$ cat src/rtl/seq_squarer_if.sv
`default_nettype none
// ============================================================================
// Module   : seq_squarer_if
// Brief    : Operand-in / square-out handshake bundle for seq_squarer.
// Revision : 1.0 - initial release
// ============================================================================
interface seq_squarer_if #(
    parameter int WIDTH = 8
);
    logic                 in_valid;
    logic                 in_ready;
    logic [WIDTH-1:0]     a;
    logic                 out_valid;
    logic                 out_ready;
    logic [2*WIDTH-1:0]   y;
    logic                 busy;

    modport master (
        output in_valid, a, out_ready,
        input  in_ready, out_valid, y, busy
    );

    modport slave (
        input  in_valid, a, out_ready,
        output in_ready, out_valid, y, busy
    );
endinterface
`default_nettype wire

$ cat src/rtl/seq_squarer.sv
`default_nettype none
// ============================================================================
// Module   : seq_squarer
// Brief    : Sequential shift-add squarer, fixed WIDTH-cycle latency.
// Revision : 1.0 - initial release
// ============================================================================
module seq_squarer #(
    parameter int WIDTH       = 8,
    parameter int SIGNED_MODE = 0
) (
    input  wire logic     clk,
    input  wire logic     rst_n,
    seq_squarer_if.slave  bus
);

    localparam int             c_CNT_W = (WIDTH > 1) ? $clog2(WIDTH) : 1;
    localparam logic [c_CNT_W-1:0] c_LAST = c_CNT_W'(WIDTH - 1);

    localparam logic [1:0] c_IDLE = 2'd0;
    localparam logic [1:0] c_CALC = 2'd1;
    localparam logic [1:0] c_DONE = 2'd2;

    logic [1:0]           r_state;
    logic [1:0]           w_state_next;
    logic [WIDTH-1:0]     r_mcand;
    logic [WIDTH-1:0]     r_mplier;
    logic [2*WIDTH-1:0]   r_acc;
    logic [c_CNT_W-1:0]   r_cnt;
    logic [2*WIDTH-1:0]   r_y;

    logic [WIDTH-1:0]     w_mag;
    logic [2*WIDTH-1:0]   w_addend;
    logic [2*WIDTH-1:0]   w_acc_next;
    logic                 w_accept;
    logic                 w_last;

    // Magnitude taken modulo 2^WIDTH, so the most negative operand maps to 2^(WIDTH-1).
    generate
        if (SIGNED_MODE != 0) begin : g_signed
            assign w_mag = bus.a[WIDTH-1] ? ({WIDTH{1'b0}} - bus.a) : bus.a;
        end else begin : g_unsigned
            assign w_mag = bus.a;
        end
    endgenerate

    assign w_accept   = (r_state == c_IDLE) && bus.in_valid;
    assign w_last     = (r_cnt == c_LAST);
    assign w_addend   = {{WIDTH{1'b0}}, r_mcand} << r_cnt;
    assign w_acc_next = r_mplier[0] ? (r_acc + w_addend) : r_acc;
    assign bus.y      = r_y;

    always_ff @(posedge clk or negedge rst_n) begin
        if (!rst_n) begin
            r_state <= c_IDLE;
        end else begin
            r_state <= w_state_next;
        end
    end

    always_comb begin
        w_state_next = r_state;
        case (r_state)
            c_IDLE:  if (bus.in_valid)  w_state_next = c_CALC;
            c_CALC:  if (w_last)        w_state_next = c_DONE;
            c_DONE:  if (bus.out_ready) w_state_next = c_IDLE;
            default:                    w_state_next = c_IDLE;
        endcase
    end

    always_comb begin
        bus.in_ready  = 1'b0;
        bus.out_valid = 1'b0;
        bus.busy      = 1'b0;
        case (r_state)
            c_IDLE: bus.in_ready = 1'b1;
            c_CALC: bus.busy     = 1'b1;
            c_DONE: begin
                bus.out_valid = 1'b1;
                bus.busy      = 1'b1;
            end
            default: bus.in_ready = 1'b0;
        endcase
    end

    // Datapath; y is only rewritten on the final step so it persists across IDLE.
    always_ff @(posedge clk or negedge rst_n) begin
        if (!rst_n) begin
            r_mcand  <= '0;
            r_mplier <= '0;
            r_acc    <= '0;
            r_cnt    <= '0;
            r_y      <= '0;
        end else if (w_accept) begin
            r_mcand  <= w_mag;
            r_mplier <= w_mag;
            r_acc    <= '0;
            r_cnt    <= '0;
        end else if (r_state == c_CALC) begin
            r_acc    <= w_acc_next;
            r_mplier <= r_mplier >> 1;
            r_cnt    <= r_cnt + c_CNT_W'(1);
            if (w_last) begin
                r_y <= w_acc_next;
            end
        end
    end

endmodule
`default_nettype wire

$ cat src/flat_wrapper.sv
// flat-port wrapper written by rule: the top's interface ports become plain ports
module seq_squarer_flat 
#(
    parameter int WIDTH       = 8,
    parameter int SIGNED_MODE = 0
)
  (clk, rst_n, bus_in_valid, bus_a, bus_out_ready, bus_in_ready, bus_out_valid, bus_y, bus_busy);
  seq_squarer_if #(.WIDTH(WIDTH)) bus_i ();
  input  wire logic clk;
  input  wire logic rst_n;
  input wire logic [$bits(bus_i.in_valid)-1:0] bus_in_valid;
  input wire logic [$bits(bus_i.a)-1:0] bus_a;
  input wire logic [$bits(bus_i.out_ready)-1:0] bus_out_ready;
  output wire logic [$bits(bus_i.in_ready)-1:0] bus_in_ready;
  output wire logic [$bits(bus_i.out_valid)-1:0] bus_out_valid;
  output wire logic [$bits(bus_i.y)-1:0] bus_y;
  output wire logic [$bits(bus_i.busy)-1:0] bus_busy;
  assign bus_i.in_valid = bus_in_valid;
  assign bus_i.a = bus_a;
  assign bus_i.out_ready = bus_out_ready;
  assign bus_in_ready = bus_i.in_ready;
  assign bus_out_valid = bus_i.out_valid;
  assign bus_y = bus_i.y;
  assign bus_busy = bus_i.busy;
  seq_squarer #(.WIDTH(WIDTH), .SIGNED_MODE(SIGNED_MODE)) u_core (.clk(clk), .rst_n(rst_n), .bus(bus_i));
endmodule
$ cat config.mk
export PLATFORM = sky130hd
export DESIGN_NAME = seq_squarer_flat
export DESIGN_NICKNAME = d
export VERILOG_FILES = /design/src/rtl/seq_squarer_if.sv /design/src/rtl/seq_squarer.sv /design/src/flat_wrapper.sv
export SDC_FILE = /design/constraint.sdc
export NUM_CORES = 1
export LEC_CHECK = 0
export ABC_AREA = 1
export CAP_MARGIN = 30
export CORE_ASPECT_RATIO = 1.2
export CORE_UTILIZATION = 25
export DETAILED_ROUTE_END_ITERATION = 12
export HOLD_SLACK_MARGIN = 0.15
export PLACE_DENSITY = 0.5
export SLEW_MARGIN = 20
export SYNTH_ARGS = -nofsm -noshare
export SYNTH_HDL_FRONTEND = slang
export SYNTH_SLANG_ARGS = --single-unit
$ cat constraint.sdc
create_clock -name clk -period 2.5 [get_ports clk]
set_clock_uncertainty 0.1 [all_clocks]
set_input_delay 0.625 -clock clk [delete_from_list [all_inputs] [get_ports clk]]
set_output_delay 0.625 -clock clk [all_outputs]
set_load 0.03 [all_outputs]
==> run_results.csv, run 1 <==
group,metric,value,unit
die,num_rows,47,
final_layout,n_fill_cell,1465,
hold_path,min_path_cells,2,
drt,dr.pass1.iters,5,
job,maxCapViolCount,0,
synth,synth_compound_area_share,10.41,%
clock_network,root_buffer,"clkbuf_16",
synth,synthSimpleGateAreaFrac,31.66,%
critical_path,worstRegToRegCells,17,
sta,tightest_slew,0.8335,ns
drt,vias,3281,
global_route,overflow,0,
synth,muxShareOfSynthArea,1.126,%
final_layout,areaGrowthSynthToFinish,32.43,%
critical_path,cp_max_fo,8,
synth,yosysWarningCount,0,
clock_network,htreeDepth,2,
final_layout,diodes,0,
sta,rsz0062_at_grt,"yes",
clock_network,cts.reportedPaths.clkPinSlew,0.07,ns
synth,ys_ff_latch,53,
critical_path,path_class,"flip-flop to flip-flop",
sta,slew_viol_final,0,
critical_path,path_cells,"buf_6, nand2_1, o21ai_2, mux2i_1, mux2i_1, ha_1, nand2_1, nand2_2, a21oi_4, inv_2, nor2_1, nand2_1, nand2_1, nand2_2, nand2_2, nand2_1, nand2_1",
die,ioPinCount,31,
synth,syn_nets,533,
critical_path,slowest_delay,0.45,ns
critical_path,cp_common_cell,"nand2_1",
power_and_ir_drop,p_sw_share,46.90,%
critical_path,end_kind,"flip-flop",
critical_path,reg2reg_slack,0.03,ns
synth,synth_ff_type,"dfrtp_1",
synth,yosysTopAreaCell,"dfrtp_1",
critical_path,worstPathRequired,2.64,ns
global_route,grt_usage,13.40,%
synth,synth_cell_types,35,
sta,fin_setup_tns,0,ns
status,status,"complete, no violations",
die,core_area,13820,sq um
global_route,antenna_found_initial,0,
hold_path,min_to,"u_core.bus.y[10]",
critical_path,r2r_end,"u_core.r_acc[15]",
power_and_ir_drop,ir_worst_vdd,0.0004952,V
global_route,grt_pass1_vias,3327,
synth,synthXorXnorAreaFrac,1.477,%
clock_network,cts_buffers,5,
power_and_ir_drop,p_seq_share,23.0,%
synth,synth_top_family_by_area,"simple AND/OR/NAND/NOR gates",
power_and_ir_drop,combPwrFrac,64.9,%
power_and_ir_drop,power_density,1284,nW/um^2
synth,synth_area,3557,sq um
drt,viasPerCell,4.446,
critical_path,arrival,2.61,ns
placement,dp_hpwl,7152,microns
sta,fmax,0.4045,GHz
critical_path,critPathLaunchType,"flip-flop",
placement,pre_cts_ws,-0.1978,ns
power_and_ir_drop,switchingPower,2.838,mW
die,start_util,25.74,%
sta,setup_viol,0,
sta,min_period_over_period,98.90,%
die,die_h,132.7,microns
clock_network,tritoncts,"done",
clock_network,cts.sinks,53,
synth,synthArstFlopShare,100.0,%
power_and_ir_drop,clkPwrFrac,12.2,%
drt,ant_nets,0,
die,dieWidth,110.9,microns
sta,layout_setup_ws,0.02761,ns
placement,gp_congestion,0.8527,
synth,synthCells,499,
synth,synth_top_area_share,37.28,%
drt,drtIter0Drc,72,
final_layout,drive_gt1_share,24.87,%
power_and_ir_drop,power.internal,3.213,mW
sta,period_needed,2.472,ns
global_route,grt_max_degree,32,
hold_path,hold_class,"flip-flop to flip-flop",
drt,drc,0,
drt,postRouteWirelength,9318,microns
hold_path,min_from,"u_core.bus.y[10]",
clock_network,clk_latency,0.30,ns
synth,avgSynthCellArea,7.129,sq um
critical_path,cp_slowest_cell,"dfrtp_2",
synth,synth_edf_count,0,
final_layout,layout.nets,600,
synth,synth-adder-area-share,7.949,%
die,fp.dieArea,14710,sq um
drt,wl_per_cell,12.63,microns
synth,synth_area_leaders,"dfrtp_1 (37%), nand2_1 (18%), ha_1 (7.4%)",
power_and_ir_drop,power_leakage,2.415,nW
clock_network,cts_max_path_buffers,2,
sta,finalHoldViolCount,0,
synth,ys_seq_area_share,37.28,%
critical_path,r2r-start,"u_core.r_cnt[0]",
placement,port_buffers,30,
global_route,grt_pass1_wl,15990,microns
sta,slew_headroom,44.38,%
-- cell usage after synthesis (2+ instances only) --
cell,number
inv_2,8
xor2_1,2
nor2_1,17
xnor2_1,4
nand2_1,171
nand4_1,4
a22oi_1,2
clkbuf_1,5
or2_2,10
a21oi_1,10
nand3_1,39
buf_6,3
buf_2,5
ha_1,21
inv_1,63
clkinv_1,2
o22ai_1,3
o221ai_1,2
o21ai_1,7
o21ai_0,39
nor3_1,2
nor2_2,5
mux2i_1,4
dfrtp_1,53
nand3_2,4
nand2_2,5
-- flip-flops by register name (all words and copies together), names as in the netlist --
register and cells:
u_core.r_mplier 8, u_core.r_state 2, u_core.r_acc 16, u_core.bus.y 16
u_core.r_mcand 8, u_core.r_cnt 3
-- through the flow --
| stage | hold slack (ns) | area [sq um] | util (%) | instances | total power [mW] |
|---|---|---|---|---|---|
| CTS | 0.3900 | 4472 | 32.36 | 735 | 5.723 |
| global route | 0.4109 | 4711 | 34.09 | 738 | 6.630 |
| global placement | 0.3666 | 4229 | 30.60 | 719 | 4.762 |
| finish | 0.3804 | 4711 | 34.09 | 738 | 6.050 |
| floorplan | 0.2294 | 3557 | - | 499 | 3.670 |
| detailed placement | 0.3691 | 4229 | 30.60 | 719 | 4.804 |
-- logic make-up (layout without fill, tap and decap cells) --
group / count (synthesis) / after routing
AOI/OAI and AO/OA: 67 / 67
adders and majority gates: 22 / 22
buffers and inverters: 87 / 155
muxes: 4 / 4
and+or+nand+nor: 260 / 260
DFF: 53 / 53
xor gates and xnor gates: 6 / 6
-- layout by cell type, fill, tap and decap left out, types with 13 or more instances in the layout --
| cell | n |
|---|---|
| nand3_1 | 30 |
| dfrtp_1 | 52 |
| inv_1 | 60 |
| buf_4 | 40 |
| nand3_2 | 13 |
| nand2_2 | 16 |
| ha_1 | 18 |
| o21ai_0 | 25 |
| clkdlybuf4s50_1 | 27 |
| nand2_1 | 157 |
-- critical path: cells and delay by family (launching register included) --
kind,cells,cell delay [ns]
simple gates,10,0.74
compound gates,2,0.24
mux,2,0.36
fa+ha+maj,1,0.34
buf+inv,2,0.19
flops,1,0.45
-- worst max-delay path by stage --
| stage | slack [ns] | cells after the start | endpoint | from |
|---|---|---|---|---|
| after detailed placement | -0.20 | 13 | u_core.r_acc[12] | u_core.r_cnt[0] |
| after CTS | -0.01 | 17 | u_core.bus.y[15] | u_core.r_cnt[0] |
| after global routing | -0.15 | 17 | u_core.bus.y[15] | u_core.r_cnt[0] |
| after floorplan | 0.22 | 14 | u_core.bus.y[8] | u_core.r_cnt[0] |
| after global placement | -0.20 | 13 | u_core.bus.y[12] | u_core.r_cnt[0] |
| final | 0.03 | 17 | u_core.r_acc[15] | u_core.r_cnt[0] |
-- final cells by class --
class	instances	area [sq um]	area share, %
multi-input combinational	359	2095	44.46
sequential	53	1328	28.18
timing repair buffer	74	648.1	13.76
inverter	73	275.3	5.843
tap	171	214.0	4.542
clock buffer	5	125.1	2.656
clock inverter	3	26.28	0.5578
-- timing repair --
item,4_1_cts,5_1_grt
resized for setup,20,59
hold buffers,1,0
buffers inserted,7,2
pin swaps,7,27
hold endpoints to repair,14,0
endpoints found under the setup margin,24,26
-- power by group through the flow --
stage                     Sequential [mW]  Clock (mW)  Combinational (mW)
final                                1.39       0.735                3.92
after global placement               1.45           0                3.31
after floorplan                      1.42           0                2.25
after detailed placement             1.45           0                3.35
after global routing                 1.43       0.797                4.40
after CTS                            1.42       0.769                3.53
-- routing by layer --
metal	up-vias	global-route usage, %	share of wire (%)
li1	1723	-	-
met1	1508	16.30	45
met2	39	24.22	51
met3	11	1.878	2.6
met4	0	4.296	2.1
met5	-	0	0
No activity file was read; power rests on OpenSTA's default activity.
==> run 2, diff against run 1 <==
--- a/config.mk
+++ b/config.mk
@@ -8,6 +8,7 @@
 export ABC_AREA = 1
 export CAP_MARGIN = 30
 export CORE_ASPECT_RATIO = 1.2
+export CORE_MARGIN = 4
 export CORE_UTILIZATION = 25
 export DETAILED_ROUTE_END_ITERATION = 12
 export HOLD_SLACK_MARGIN = 0.15
==> run_results.csv, run 2 (same netlist as run 1, synthesis figures left out) <==
group,metric,value,unit
status,status,"complete, no violations",
power_and_ir_drop,switchingPower,2.776,mW
drt,dr.pass1.iters,4,
power_and_ir_drop,power_density,1284,nW/um^2
critical_path,path_class,"flip-flop to flip-flop",
final_layout,n_fill_cell,1505,
clock_network,clk_latency,0.30,ns
final_layout,final_core_util,33.46,%
sta,tightest_slew,0.7450,ns
power_and_ir_drop,p_sw_share,46.55,%
placement,place_area,4254,sq um
clock_network,cts_max_path_buffers,2,
power_and_ir_drop,power_leakage,2.384,nW
die,dieWidth,116.9,microns
job,maxCapViolCount,0,
global_route,overflow,0,
critical_path,arrival,2.57,ns
sta,period_needed,2.476,ns
global_route,grt_pass1_wl,15940,microns
sta,rsz0062_at_grt,"yes",
global_route,antenna_found_initial,0,
sta,finalHoldViolCount,0,
sta,slew_headroom,50.33,%
placement,port_buffers,30,
critical_path,cp_common_cell,"nand2_1",
die,fp.dieArea,16210,sq um
clock_network,htreeDepth,2,
critical_path,critPathTopFamily,"simple AND/OR/NAND/NOR gates",
clock_network,cts_buffers,5,
final_layout,layout_common_cells,"nand2_1 (158), inv_1 (63), dfrtp_1 (52)",
power_and_ir_drop,power,5.963,mW
power_and_ir_drop,power.internal,3.187,mW
die,ioPinCount,31,
global_route,grt_max_degree,29,
final_layout,postLayoutCellArea,4643,sq um
final_layout,final_common_cell,"nand2_1",
die,num_rows,47,
clock_network,hold_buffers,0,
critical_path,cp_max_fo,8,
drt,postRouteWirelength,9547,microns
sta,setup_viol,0,
clock_network,tritoncts,"done",
drt,wl_per_cell,13.06,microns
critical_path,path_buf_inv,1,
power_and_ir_drop,combPwrFrac,64.5,%
die,start_util,25.63,%
sta,worst_hold_slack,0.2802,ns
sta,fmax,0.4039,GHz
power_and_ir_drop,p_seq_share,23.5,%
critical_path,end_kind,"flip-flop",
global_route,grt_pass1_vias,3283,
clock_network,root_buffer,"clkbuf_16",
placement,dp_hpwl,7362,microns
clock_network,cts.sinks,53,
drt,drtIter0Drc,94,
die,core_area,13880,sq um
power_and_ir_drop,ir_worst_vdd,0.0005880,V
placement,gp_congestion,0.8352,
final_layout,drive_gt1_share,21.96,%
global_route,grt_usage,12.43,%
final_layout,diodes,0,
critical_path,slowest_delay,0.45,ns
drt,drc,0,
critical_path,worstPathRequired,2.59,ns
critical_path,path_cells,"buf_6, nand2_4, o21ai_4, o21ai_2, mux2i_1, ha_1, nand2_1, nand2_2, a21oi_4, nand2_4, nand2_2, nand2_2, nand3b_1, nand2_1, nand2_1, nand2_1",
sta,slew_viol_final,0,
critical_path,cp_slowest_cell,"dfrtp_2",
final_layout,areaGrowthSynthToFinish,30.53,%
clock_network,cts.reportedPaths.clkPinSlew,0.07,ns
sta,min_period_over_period,99.04,%
power_and_ir_drop,clkPwrFrac,12.0,%
critical_path,critPathLaunchType,"flip-flop",
drt,viasPerCell,4.499,
die,die_h,138.7,microns
drt,ant_nets,0,
final_layout,layout.nets,594,
drt,vias,3289,
hold_path,hold_class,"input port to async pin",
-- run 2: cell type report --
class | count | area [sq um] | area share, %
Inverter | 73 | 277.8 | 5.982
Clock buffer | 7 | 142.6 | 3.072
Timing Repair Buffer | 68 | 623.1 | 13.42
Tap cell | 171 | 214.0 | 4.608
Sequential cell | 53 | 1328 | 28.59
Multi-Input combinational cell | 359 | 2058 | 44.33
-- run 2: metrics by stage --
step                setup TNS, ns  instances  worst slack [ns]
finish                          0        731           0.02400
global route               -1.985        731           -0.1570
CTS                             0        730          0.002039
detailed placement         -1.988        718           -0.1877
global placement           -2.630        717           -0.2135
floorplan                       0        499            0.2184
-- run 2: path summary, 6_finish.rpt --
| check | start | end | slack (ns) | cells past startpoint |
|---|---|---|---|---|
| setup / recovery | u_core.r_cnt[0] | u_core.bus.y[15] | 0.02 | 16 |
| hold / removal | rst_n | u_core.bus.y[15] | 0.28 | 1 |
| setup reg to reg | u_core.r_cnt[0] | u_core.bus.y[15] | 0.02 | 16 |
| hold reg to reg | u_core.bus.y[6] | u_core.bus.y[6] | 0.38 | 2 |
| max in group asynchronous | rst_n | u_core.r_cnt[0] | 1.41 | 2 |
| min in group clk | u_core.bus.y[6] | u_core.bus.y[6] | 0.38 | 2 |
-- run 2: per-layer routing --
layer | global-route usage, % | routed length [microns] | up-vias
li1 | - | - | 1706
met1 | 15.55 | 4277 | 1543
met2 | 21.64 | 4948 | 34
met3 | 2.706 | 259 | 6
met4 | 2.717 | 63 | 0
met5 | 0 | 0 | -
-- run 2: repair_timing --
item                       4_1_cts  5_1_grt
pin swaps                        5       22
hold endpoints to repair         0        0
setup buffers                    5        1
setup endpoints to repair       22       23
gates resized for setup         24       46
-- run 2: worst reg2reg max path, cell delays in order (launching register included) --
cell	delay (ns)
dfrtp_2	0.45
buf_6	0.16
nand2_4	0.06
o21ai_4	0.06
o21ai_2	0.16
mux2i_1	0.12
ha_1	0.39
nand2_1	0.12
nand2_2	0.11
a21oi_4	0.15
nand2_4	0.08
nand2_2	0.06
nand2_2	0.06
nand3b_1	0.08
nand2_1	0.06
nand2_1	0.07
nand2_1	0.06
-- run 2: power groups by stage --
stage,logic (mW),registers (mW),clock network [mW]
finish,3.85,1.40,0.716
global route,4.32,1.44,0.781
CTS,3.60,1.39,0.745
detailed placement,3.45,1.42,0
global placement,3.38,1.45,0
floorplan,2.25,1.42,0
==> run 3, diff against run 2 <==
--- a/config.mk
+++ b/config.mk
@@ -13,6 +13,7 @@
 export DETAILED_ROUTE_END_ITERATION = 12
 export HOLD_SLACK_MARGIN = 0.15
 export PLACE_DENSITY = 0.5
+export RECOVER_POWER = 50
 export SLEW_MARGIN = 20
 export SYNTH_ARGS = -nofsm -noshare
 export SYNTH_HDL_FRONTEND = slang
==> run_results.csv, run 3 (same netlist as run 1, synthesis figures left out) <==
group,metric,value,unit
sta,slew_headroom,-12.42,%
global_route,grt_max_degree,29,
final_layout,layout.nets,594,
clock_network,clk_latency,0.30,ns
placement,dp_hpwl,7362,microns
clock_network,cts_buffers,5,
sta,tightest_slew,1.686,ns
drt,wl_per_cell,13.03,microns
power_and_ir_drop,clkPwrFrac,12.0,%
die,fp.dieArea,16210,sq um
global_route,grt_pass1_vias,3283,
clock_network,cts.sinks,53,
drt,ant_nets,0,
drt,vias,3298,
final_layout,register_area,1328,sq um
die,num_rows,47,
job,maxCapViolCount,1,
sta,setup_viol,0,
clock_network,root_buffer,"clkbuf_16",
drt,drc,0,
power_and_ir_drop,power_leakage,2.376,nW
power_and_ir_drop,p_sw_share,46.52,%
critical_path,r2r_end,"u_core.bus.y[15]",
global_route,grt_usage,12.43,%
sta,worst_hold_slack,0.3763,ns
final_layout,diodes,0,
sta,finalHoldViolCount,0,
sta,period_needed,2.473,ns
critical_path,startpoint,"u_core.r_cnt[0]",
placement,port_buffers,30,
drt,postRouteWirelength,9522,microns
placement,place_area,4254,sq um
critical_path,end_kind,"flip-flop",
final_layout,areaGrowthSynthToFinish,30.14,%
critical_path,arrival,2.57,ns
die,dieWidth,116.9,microns
final_layout,multi_input_area,2058,sq um
power_and_ir_drop,switchingPower,2.770,mW
drt,drtIter0Drc,75,
die,ioPinCount,31,
clock_network,htreeDepth,2,
final_layout,final_core_util,33.36,%
die,die_h,138.7,microns
final_layout,drive_gt1_share,21.79,%
drt,dr.pass1.iters,4,
global_route,antenna_found_initial,0,
sta,fmax,0.4044,GHz
final_layout,final_common_cell,"nand2_1",
global_route,overflow,0,
clock_network,cts_max_path_buffers,2,
power_and_ir_drop,combPwrFrac,64.5,%
critical_path,critPathLaunchType,"flip-flop",
status,violations,"max-capacitance violations, max-slew violations",
power_and_ir_drop,power.internal,3.184,mW
critical_path,path_class,"flip-flop to flip-flop",
power_and_ir_drop,ir_worst_vdd,0.0005882,V
power_and_ir_drop,p_seq_share,23.5,%
sta,slew_viol_final,29,
global_route,grt_pass1_wl,15940,microns
die,core_area,13880,sq um
critical_path,cp_max_fo,8,
sta,rsz0062_at_grt,"yes",
final_layout,layout_common_cells,"nand2_1 (158), inv_1 (63), dfrtp_1 (52)",
clock_network,tritoncts,"done",
critical_path,worstPathRequired,2.59,ns
final_layout,postLayoutCellArea,4629,sq um
power_and_ir_drop,power,5.954,mW
hold_path,hold_class,"flip-flop to flip-flop",
power_and_ir_drop,power_density,1286,nW/um^2
die,start_util,25.63,%
final_layout,n_fill_cell,1505,
critical_path,reg2reg_slack,0.03,ns
sta,min_period_over_period,98.91,%
placement,gp_congestion,0.8352,
critical_path,r2r-start,"u_core.r_cnt[0]",
critical_path,crit_path_end,"u_core.bus.y[15]",
critical_path,worstRegToRegCells,16,
clock_network,cts.reportedPaths.clkPinSlew,0.07,ns
drt,viasPerCell,4.512,
status,status,"finished, violations left",
-- run 3: changes by cell type in the layout (fill, tap and decap cells not counted) --
cell and change:
clkbuf_4 +1, buf_2 -1, clkbuf_1 +1, buf_12 -1
-- run 3: per-stage QoR --
stage | setup TNS [ns] | setup WS, ns | std cells
finish | 0 | 0.02729 | 731
global route | -3.342 | -0.1570 | 731
CTS | 0 | 0.002039 | 730
detailed placement | -1.988 | -0.1877 | 718
global placement | -2.630 | -0.2135 | 717
floorplan | 0 | 0.2184 | 499
-- run 3: power by group through the flow --
| stage | registers (mW) | clock network [mW] | logic [mW] |
|---|---|---|---|
| floorplan | 1.42 | 0 | 2.25 |
| global placement | 1.45 | 0 | 3.38 |
| detailed placement | 1.42 | 0 | 3.45 |
| CTS | 1.39 | 0.745 | 3.60 |
| global route | 1.44 | 0.781 | 4.32 |
| finish | 1.40 | 0.714 | 3.84 |
-- run 3: cell type report --
type / count / share of cell area (%)
multi-input combinational: 359 / 44.46
sequential: 53 / 28.68
timing repair buffer: 68 / 13.16
inverter: 73 / 6.000
tap: 171 / 4.622
clock buffer: 7 / 3.081
-- run 3: layer usage --
layer	vias to the layer above	track usage, %	part of all wire [%]
li1	1708	-	-
met4	0	2.717	0.96
met1	1545	15.55	45
met3	8	2.706	2.5
met5	-	0	0
met2	37	21.64	52
-- run 3: worst min path at each step --
stage	to	start	slack [ns]	cells past startpoint
final	u_core.bus.y[6]	u_core.bus.y[6]	0.38	2
after global routing	u_core.bus.y[8]	u_core.bus.y[8]	0.40	2
after CTS	u_core.bus.y[3]	rst_n	0.32	1
after detailed placement	u_core.bus.y[6]	u_core.bus.y[6]	0.36	2
after global placement	u_core.bus.y[6]	u_core.bus.y[6]	0.36	2
after floorplan	u_core.bus.y[0]	rst_n	0.23	0
-- run 3: critical path: stages, from the launching register on --
cell	delay [ns]
dfrtp_2	0.45
buf_6	0.16
nand2_4	0.06
o21ai_4	0.06
o21ai_2	0.16
mux2i_1	0.12
ha_1	0.39
nand2_1	0.12
nand2_2	0.11
a21oi_4	0.15
nand2_4	0.08
nand2_2	0.06
nand2_2	0.06
nand3b_1	0.08
nand2_1	0.06
nand2_1	0.07
nand2_1	0.06
-- run 3: repair_timing --
| item | in CTS | in global routing |
|---|---|---|
| resized for setup | 24 | 46 |
| endpoints found under the setup margin | 22 | 23 |
| hold buffers | 0 | 0 |
| setup buffers | 5 | 1 |
| pin swaps | 5 | 22 |
